File: config.mk
export PLATFORM = sky130hd
export DESIGN_NAME = freq_result_uart_tx
export DESIGN_NICKNAME = d
export VERILOG_FILES = /design/src/rtl/freq_result_uart_tx.sv
export SDC_FILE = /design/constraint.sdc
export NUM_CORES = 1
export LEC_CHECK = 0
export CAP_MARGIN = 20
export CORE_ASPECT_RATIO = 0.6
export CORE_MARGIN = 3
export CORE_UTILIZATION = 56
export CTS_CLUSTER_SIZE = 14
export DETAILED_ROUTE_END_ITERATION = 6
export GPL_ROUTABILITY_DRIVEN = 0
export PLACE_DENSITY = 0.91
export RECOVER_POWER = 50
export SLEW_MARGIN = 10
export SYNTH_ARGS = -nofsm -noshare
export SYNTH_HDL_FRONTEND = slang
export SYNTH_SLANG_ARGS = --single-unit
File: constraint.sdc
create_clock -name clk_in_100MHz -period 2.4 [get_ports clk_in_100MHz]
set_input_delay 0.48 -clock clk_in_100MHz [delete_from_list [all_inputs] [get_ports clk_in_100MHz]]
set_output_delay 0.48 -clock clk_in_100MHz [all_outputs]
set_load 0.1 [all_outputs]
File: src/rtl/freq_result_uart_tx.sv
// -----------------------------------------------------------------------------
// freq_result_uart_tx
//
// Consumes one result from the frequency counter and sends it to the MCU as a
// 10-byte UART 8N1 frame:
//   HEADER, clk_num[31:24..7:0], sig_num[31:24..7:0], checksum
// The checksum is the XOR of the 8 data bytes; HEADER is not included.
//
// Handshake with the counter:
//   - out_valid (from the sig_in domain) is synchronised by two flops (ov_s).
//   - Once ov_s is seen, m_gdata_ready drops. This freezes the counter and
//     clears it, so clk_num/sig_num hold still while they are latched.
//   - After the frame, the block waits for out_valid to fall before it
//     re-raises m_gdata_ready. This gives exactly one frame per result.
//
// Ports:
//   clk_in_100MHz  in   system clock; the only clock
//   rst_n          in   asynchronous active-low reset
//   clk_num[31:0]  in   reference-clock count; stable while out_valid = 1
//   sig_num[31:0]  in   signal-edge count; stable while out_valid = 1
//   out_valid      in   result valid; asynchronous to clk_in_100MHz
//   m_gdata_ready  out  1 = counter may run (registered)
//   uart_tx        out  UART TX line, idle high (registered)
//   busy           out  high whenever the FSM is not IDLE (registered)
//   frame_done     out  one-cycle pulse after the last stop bit (registered)
// -----------------------------------------------------------------------------
module freq_result_uart_tx #(
  parameter int unsigned CLK_FREQ     = 100000000,
  parameter int unsigned BAUD         = 115200,
  parameter int unsigned CLKS_PER_BIT = CLK_FREQ / BAUD,
  parameter logic [7:0]  HEADER       = 8'hA5
) (
  input  logic        clk_in_100MHz,
  input  logic        rst_n,
  input  logic [31:0] clk_num,
  input  logic [31:0] sig_num,
  input  logic        out_valid,
  output logic        m_gdata_ready,
  output logic        uart_tx,
  output logic        busy,
  output logic        frame_done
);

  localparam int unsigned          CNT_W     = (CLKS_PER_BIT > 1) ? $clog2(CLKS_PER_BIT) : 1;
  localparam logic [CNT_W-1:0]     CNT_LAST  = CNT_W'(CLKS_PER_BIT - 1);
  localparam logic [3:0]           LAST_BIT  = 4'd9;  // stop bit index
  localparam logic [3:0]           LAST_DATA = 4'd8;  // last data bit index
  localparam logic [3:0]           LAST_BYTE = 4'd9;  // checksum byte index
  localparam int unsigned          N_BYTES   = 10;

  typedef enum logic [1:0] {
    IDLE     = 2'd0,
    CAPTURE  = 2'd1,
    SEND     = 2'd2,
    WAIT_CLR = 2'd3
  } state_t;

  // ---------------------------------------------------------------------------
  // State and output registers
  // ---------------------------------------------------------------------------
  logic             ov_meta_q;
  logic             ov_s_q;
  state_t           state_q,    state_d;
  logic [CNT_W-1:0] baud_cnt_q, baud_cnt_d;
  logic [3:0]       bit_idx_q,  bit_idx_d;   // 0 = start, 1..8 = data, 9 = stop
  logic [3:0]       byte_idx_q, byte_idx_d;
  logic [7:0]       shift_q,    shift_d;     // current byte, LSB goes out next
  logic [7:0]       frame_q [N_BYTES];
  logic [7:0]       frame_d [N_BYTES];
  logic             tx_q,       tx_d;
  logic             ready_q,    ready_d;
  logic             busy_q,     busy_d;
  logic             done_q,     done_d;

  // ---------------------------------------------------------------------------
  // Frame assembly from the live counter outputs
  // ---------------------------------------------------------------------------
  logic [63:0] result_bits;
  logic [7:0]  cap_bytes [N_BYTES];
  logic [7:0]  cap_sum;
  logic [3:0]  next_byte_idx;

  assign result_bits = {clk_num, sig_num};
  assign cap_bytes[0] = HEADER;
  assign cap_bytes[N_BYTES-1] = cap_sum;

  // Data bytes go MSB first: clk_num high byte lands at index 1.
  generate
    for (genvar gi = 0; gi < 8; gi++) begin : g_data_bytes
      assign cap_bytes[gi+1] = result_bits[63-8*gi -: 8];
    end
  endgenerate

  always_comb begin
    cap_sum = 8'h00;
    for (int i = 1; i <= 8; i++) begin
      cap_sum = cap_sum ^ cap_bytes[i];
    end
  end

  assign next_byte_idx = byte_idx_q + 4'd1;

  // ---------------------------------------------------------------------------
  // Next-state logic
  // ---------------------------------------------------------------------------
  always_comb begin
    state_d    = state_q;
    baud_cnt_d = baud_cnt_q;
    bit_idx_d  = bit_idx_q;
    byte_idx_d = byte_idx_q;
    shift_d    = shift_q;
    frame_d    = frame_q;
    tx_d       = tx_q;
    done_d     = 1'b0;

    case (state_q)
      IDLE: begin
        tx_d = 1'b1;
        // Level triggered, so a result that is already valid at reset
        // release is still picked up.
        if (ov_s_q) begin
          state_d = CAPTURE;
        end
      end

      CAPTURE: begin
        // Ready is already low here, so the counter is frozen. The start bit
        // of the header begins on this edge.
        frame_d    = cap_bytes;
        state_d    = SEND;
        baud_cnt_d = '0;
        bit_idx_d  = 4'd0;
        byte_idx_d = 4'd0;
        shift_d    = HEADER;
        tx_d       = 1'b0;
      end

      SEND: begin
        if (baud_cnt_q == CNT_LAST) begin
          baud_cnt_d = '0;
          if (bit_idx_q == LAST_BIT) begin
            if (byte_idx_q == LAST_BYTE) begin
              state_d    = WAIT_CLR;
              done_d     = 1'b1;
              tx_d       = 1'b1;
              bit_idx_d  = 4'd0;
              byte_idx_d = 4'd0;
            end else begin
              // The next start bit follows the stop bit directly, with no idle gap.
              byte_idx_d = next_byte_idx;
              bit_idx_d  = 4'd0;
              shift_d    = frame_q[next_byte_idx];
              tx_d       = 1'b0;
            end
          end else begin
            bit_idx_d = bit_idx_q + 4'd1;
            if (bit_idx_q == LAST_DATA) begin
              tx_d = 1'b1;
            end else begin
              tx_d    = shift_q[0];
              shift_d = {1'b0, shift_q[7:1]};
            end
          end
        end else begin
          baud_cnt_d = baud_cnt_q + 1'b1;
        end
      end

      WAIT_CLR: begin
        tx_d = 1'b1;
        if (!ov_s_q) begin
          state_d = IDLE;
        end
      end

      default: begin
        state_d = IDLE;
        tx_d    = 1'b1;
      end
    endcase

    // Outputs are decoded from the next state. This lets them change on the
    // same edge as the state they describe.
    ready_d = (state_d == IDLE);
    busy_d  = (state_d != IDLE);
  end

  // ---------------------------------------------------------------------------
  // Registers
  // ---------------------------------------------------------------------------
  always_ff @(posedge clk_in_100MHz or negedge rst_n) begin
    if (!rst_n) begin
      ov_meta_q  <= 1'b0;
      ov_s_q     <= 1'b0;
      state_q    <= IDLE;
      baud_cnt_q <= '0;
      bit_idx_q  <= 4'd0;
      byte_idx_q <= 4'd0;
      shift_q    <= 8'h00;
      for (int i = 0; i < N_BYTES; i++) begin
        frame_q[i] <= 8'h00;
      end
      tx_q       <= 1'b1;
      ready_q    <= 1'b1;
      busy_q     <= 1'b0;
      done_q     <= 1'b0;
    end else begin
      ov_meta_q  <= out_valid;
      ov_s_q     <= ov_meta_q;
      state_q    <= state_d;
      baud_cnt_q <= baud_cnt_d;
      bit_idx_q  <= bit_idx_d;
      byte_idx_q <= byte_idx_d;
      shift_q    <= shift_d;
      frame_q    <= frame_d;
      tx_q       <= tx_d;
      ready_q    <= ready_d;
      busy_q     <= busy_d;
      done_q     <= done_d;
    end
  end

  assign m_gdata_ready = ready_q;
  assign uart_tx       = tx_q;
  assign busy          = busy_q;
  assign frame_done    = done_q;

endmodule

==> impl.org <==
** STA
- In the finished design, the share of the clock period the worst path needs comes to between 90% and 100%.
- Across the routed clock network, the largest skew measured is ~0.0077 ns.
- Total negative slack :: 0 ns
- Setup violations remaining at the end of the flow were counted as 0.
- Endpoints failing hold :: 0
- The number of pins exceeding their max-slew limit in the final report came to 33.
- Setup repair after global routing left no endpoint under its margin.
- Measured slew at the worst slew-check pin :: around 1.8 ns
- Worst-case headroom to the max-slew limit :: -21.28%
- Min Tclk post-route :: between 2 and 2.5 ns
- Timing would allow up to ~450 MHz.

** Clock tree
- Clock tree synthesis selected as its root buffer the cell sky130_fd_sc_hd__clkbuf_16.
- TritonCTS clock tree :: built
- Hold bufs inserted after CTS :: 0
- At the later pin of the worst-skew pair, clock insertion delay measures approximately 0.35 ns.
- The longest clock path from root to sink contains 2 buffers.
- After clock tree synthesis, the clock-pin slew on the worst setup and hold paths is ~0.070 ns.
- The H-tree generated during clock tree synthesis spans 3 levels.
- Clock tree sinks :: around 110
- TritonCTS buffer count :: 9

** Setup path
- The startpoint identified for the worst register-to-register timing path is baud_cnt_q[0]$_DFFE_PN0P_.
- Beginning of the critical path :: baud_cnt_q[0]$_DFFE_PN0P_
- Ordered cell list for the critical path :: ha_1 > nand4bb_1 > or4_4 > nor3_4 > buf_4 > o2111a_1 > a211oi_2
- Req. time, crit path :: roughly 2.6 ns
- Cell depth of the worst flop-to-flop path :: 7
- STA classifies the critical path startpoint as a register.
- By startpoint and endpoint, the worst setup path is classified as register to register.
- STA classifies the critical path endpoint as a register.
- Crit Path Max Fanout :: 13
- The number of buffers and inverters on the critical path is 1.
- On the worst path, the slowest cell contributes a delay of ~0.5 ns.
- The kind of cell with the highest combined delay along the critical path is simple AND/OR/NAND/NOR gates.
- Setup slack of the most critical reg-to-reg path :: 0.15 ns
- For this design, the slowest cell found on the critical path is sky130_fd_sc_hd__or4_4.
- The worst register-to-register path ends at shift_q[2]$_DFFE_PN0P_.
- Worst Path Arrival :: about 2.5 ns

** Pwr
- Overall power consumption after layout is estimated at 7299 uW.
- IR analysis of the VDD net gives a maximum drop of 0.6727 mV.
- Cell leakage power :: approximately 0.0027 uW
- Power spread over the standard cell area amounts to between 1000 and 1500 nW/um^2.

** Place
- After detailed placement, the design holds a cell count of between 600 and 700.
- Port bufs :: 70
- The wire-length estimate of the detail-placed layout is just over 9 mm.
- Instance area at placement :: around 6500 sq um

** Final layout
- Area grow syn2layout :: 21.94%
- Measured on the finished design, the core utilization comes to between 70% and 80%.
- # diodes :: 0
- Layout Cell Area excl Fill :: roughly 7000 sq um
- Counting the fill cells in the layout gives about 630.
- Cells with a size suffix above 1 make up 22.16% of the layout.
- Once layout is complete, the cells apart from fillers number approximately 680.
- Most common cell after layout, fill and taps aside :: sky130_fd_sc_hd__dfrtp_1
- Commonest cells after routing, fill and taps aside :: 105 x sky130_fd_sc_hd__dfrtp_1, 64 x sky130_fd_sc_hd__mux2_2, 64 x sky130_fd_sc_hd__xnor2_1, 64 x sky130_fd_sc_hd__clkdlybuf4s50_1, 34 x sky130_fd_sc_hd__nor2_1
- In the final design database the tool counted 618 nets.

** Routing
- DRT Wirelength :: around 13 mm
- Dividing the detail-routed via count by the number of cells gives a little under 6.
- After detailed routing, the number of remaining DRC violations is 0.
- WL/cell :: ~19 um
- Once detail routing completed, the nets flagged for antenna violations numbered 0.
- Across all layers, the routed design uses slightly below 4000 vias.
- Number of DRC markers after the initial detailed-route iteration :: approximately 280
- Pre-antenna DRT Iters :: 5

** Min path
- In this run the most critical hold path is launched from ov_meta_q$_DFF_PN0_.
- The min-delay analysis places its worst path in the category register to register.
- WHS Path Cells :: 0
- Endpoint with the worst hold slack :: ov_s_q$_DFF_PN0_

** Status
- The run finished, with violations left.
- Failing checks :: max-capacitance violations, max-slew violations

** Synthesis
- Area contributors post-synth :: sky130_fd_sc_hd__dfrtp_1 47%, sky130_fd_sc_hd__mux2_2 13%, sky130_fd_sc_hd__xnor2_1 10%
- Of the synthesized area, sequential elements account for 47.62%.
- Averaged over all synthesized cells, the footprint is ~12 sq um.
- EDFF count, synth :: 0
- Counting every net in the synthesized netlist gives 545.
- Yosys warning total :: 0
- The synthesized netlist occupies a cell area of between 5000 and 6000 sq um.
- Gate Count Post-Synth :: 468
- The largest total area in the synthesized netlist belongs to sky130_fd_sc_hd__dfrtp_1.
- Share of the synthesized area in the top cell type :: between 40 and 50%
- After synthesis, the share of flip-flops with an asynchronous set or reset is 100.0%.
- Counting flops and latches in the post-synthesis netlist gives approximately 110.
- Yosys mapped the design onto 58 distinct sky130hd cell types.
- The most used flip-flop cell after synthesis is sky130_fd_sc_hd__dfrtp_1.

** Floorplanning
- From left edge to right edge, the die measures ~140 um.
- I/O pin total :: 71
- The total area inside the core boundary comes to around 9500 sq um.
- Initial core utilization :: about three fifths
- The die is between 80 and 90 um tall.
- Die area :: 11330 sq um
- Num rows :: 27

** Flow run
- Total of max-cap violations :: 1

** GRT
- Summed over all layers, the global routing overflow is 0.
- In the global route stage, overall resource usage came out at between 20% and 30%.
- Via count of the first global-routing pass :: 4243
- The first global-routing pass estimated 21.53 mm of wire.
- The initial antenna violation count came to 0.
- Entering global routing, the biggest net connects 59 pins.
Yosys cell counts, types with 3 or more instances:
cell and n:
sky130_fd_sc_hd__mux2i_1 17, sky130_fd_sc_hd__nand2_1 14, sky130_fd_sc_hd__a211o_1 7, sky130_fd_sc_hd__clkbuf_1 17
sky130_fd_sc_hd__o211ai_1 5, sky130_fd_sc_hd__o21ai_0 11, sky130_fd_sc_hd__nor2_1 34, sky130_fd_sc_hd__nand4_1 3
sky130_fd_sc_hd__mux4_2 8, sky130_fd_sc_hd__a21oi_1 12, sky130_fd_sc_hd__a22o_1 5, sky130_fd_sc_hd__nor3_1 4
sky130_fd_sc_hd__o31ai_1 3, sky130_fd_sc_hd__xnor2_1 64, sky130_fd_sc_hd__nand3_1 8, sky130_fd_sc_hd__a2bb2oi_1 8
sky130_fd_sc_hd__and3_1 4, sky130_fd_sc_hd__inv_1 10, sky130_fd_sc_hd__mux2_2 64, sky130_fd_sc_hd__nand3b_1 3
sky130_fd_sc_hd__o21a_1 4, sky130_fd_sc_hd__a211oi_2 3, sky130_fd_sc_hd__ha_1 10, sky130_fd_sc_hd__dfrtp_1 105
sky130_fd_sc_hd__o2111a_1 3
worst register-to-register path, stage by stage, from the launching register on:
cell,delay [ns]
sky130_fd_sc_hd__dfrtp_1,0.41
sky130_fd_sc_hd__ha_1,0.27
sky130_fd_sc_hd__nand4bb_1,0.22
sky130_fd_sc_hd__or4_4,0.51
sky130_fd_sc_hd__nor3_4,0.20
sky130_fd_sc_hd__buf_4,0.22
sky130_fd_sc_hd__o2111a_1,0.24
sky130_fd_sc_hd__a211oi_2,0.05
stage by stage:
stage / setup WS [ns] / hold slack [ns]
2_1_floorplan: 0.2947 / 0.1844
3_3_place_gp: 0.3168 / 0.3370
3_5_place_dp: 0.1796 / 0.3535
4_1_cts: 0.1701 / 0.07399
5_1_grt: 0.03916 / 0.3802
6_report: 0.1540 / 0.3642
how the worst max path moves through the flow:
stage,endpoint,depth (start not counted)
finish,shift_q[2]$_DFFE_PN0P_,7
floorplan,shift_q[7]$_DFFE_PN0P_,7
global placement,shift_q[7]$_DFFE_PN0P_,6
CTS,shift_q[2]$_DFFE_PN0P_,7
global route,byte_idx_q[1]$_DFFE_PN0P_,5
detailed placement,shift_q[1]$_DFFE_PN0P_,6
routing by layer:
| layer | share of wire [%] | up-vias | GRT usage, % |
|---|---|---|---|
| li1 | - | 1830 | - |
| met1 | 46 | 1953 | 34.67 |
| met2 | 45 | 157 | 35.83 |
| met3 | 6.9 | 25 | 6.446 |
| met4 | 1.7 | 0 | 7.685 |
| met5 | 0 | - | 0 |
sequential cells by signal (all words and copies together) (netlist names):
register and flops:
frame_done 1, m_gdata_ready 1, state_q 2, ov_meta_q 1
uart_tx 1, bit_idx_q 4, busy 1, baud_cnt_q 10
shift_q 8, byte_idx_q 4, ov_s_q 1, frame_q 73
layout make-up:
type | count | area [sq um] | area share, %
clock buffer | 10 | 239.0 | 3.482
multi-input combinational | 327 | 2823 | 41.13
inverter | 10 | 37.54 | 0.5469
clock inverter | 6 | 93.84 | 1.367
timing repair buffer | 86 | 827.0 | 12.05
sequential | 107 | 2680 | 39.05
tap | 130 | 162.7 | 2.370
cell families after synthesis:
| group | synth area share, % |
|---|---|
| muxes | 19.03 |
| buffers and inverters | 2.579 |
| DFF | 47.62 |
| adders and majority gates | 2.223 |
| and+or+nand+nor | 8.071 |
| xor gates and xnor gates | 10.27 |
| AOI/OAI and AO/OA | 10.20 |
report_power, final:
part | internal (uW) | leakage (uW) | total, uW | switching [uW]
Sequential | 2510 | 0.00129 | 2930 | 414
Combinational | 1380 | 0.00126 | 2720 | 1340
Clock | 956 | 0.000165 | 1650 | 691
Total | 4850 | 0.00271 | 7300 | 2450
repair_timing:
| action | 4_1_cts | 5_1_grt |
|---|---|---|
| endpoints found under the setup margin | 0 | 4 |
| setup buffers | 0 | 0 |
| gates resized for setup | 0 | 1 |
No activity file was read; power rests on OpenSTA's default activity.
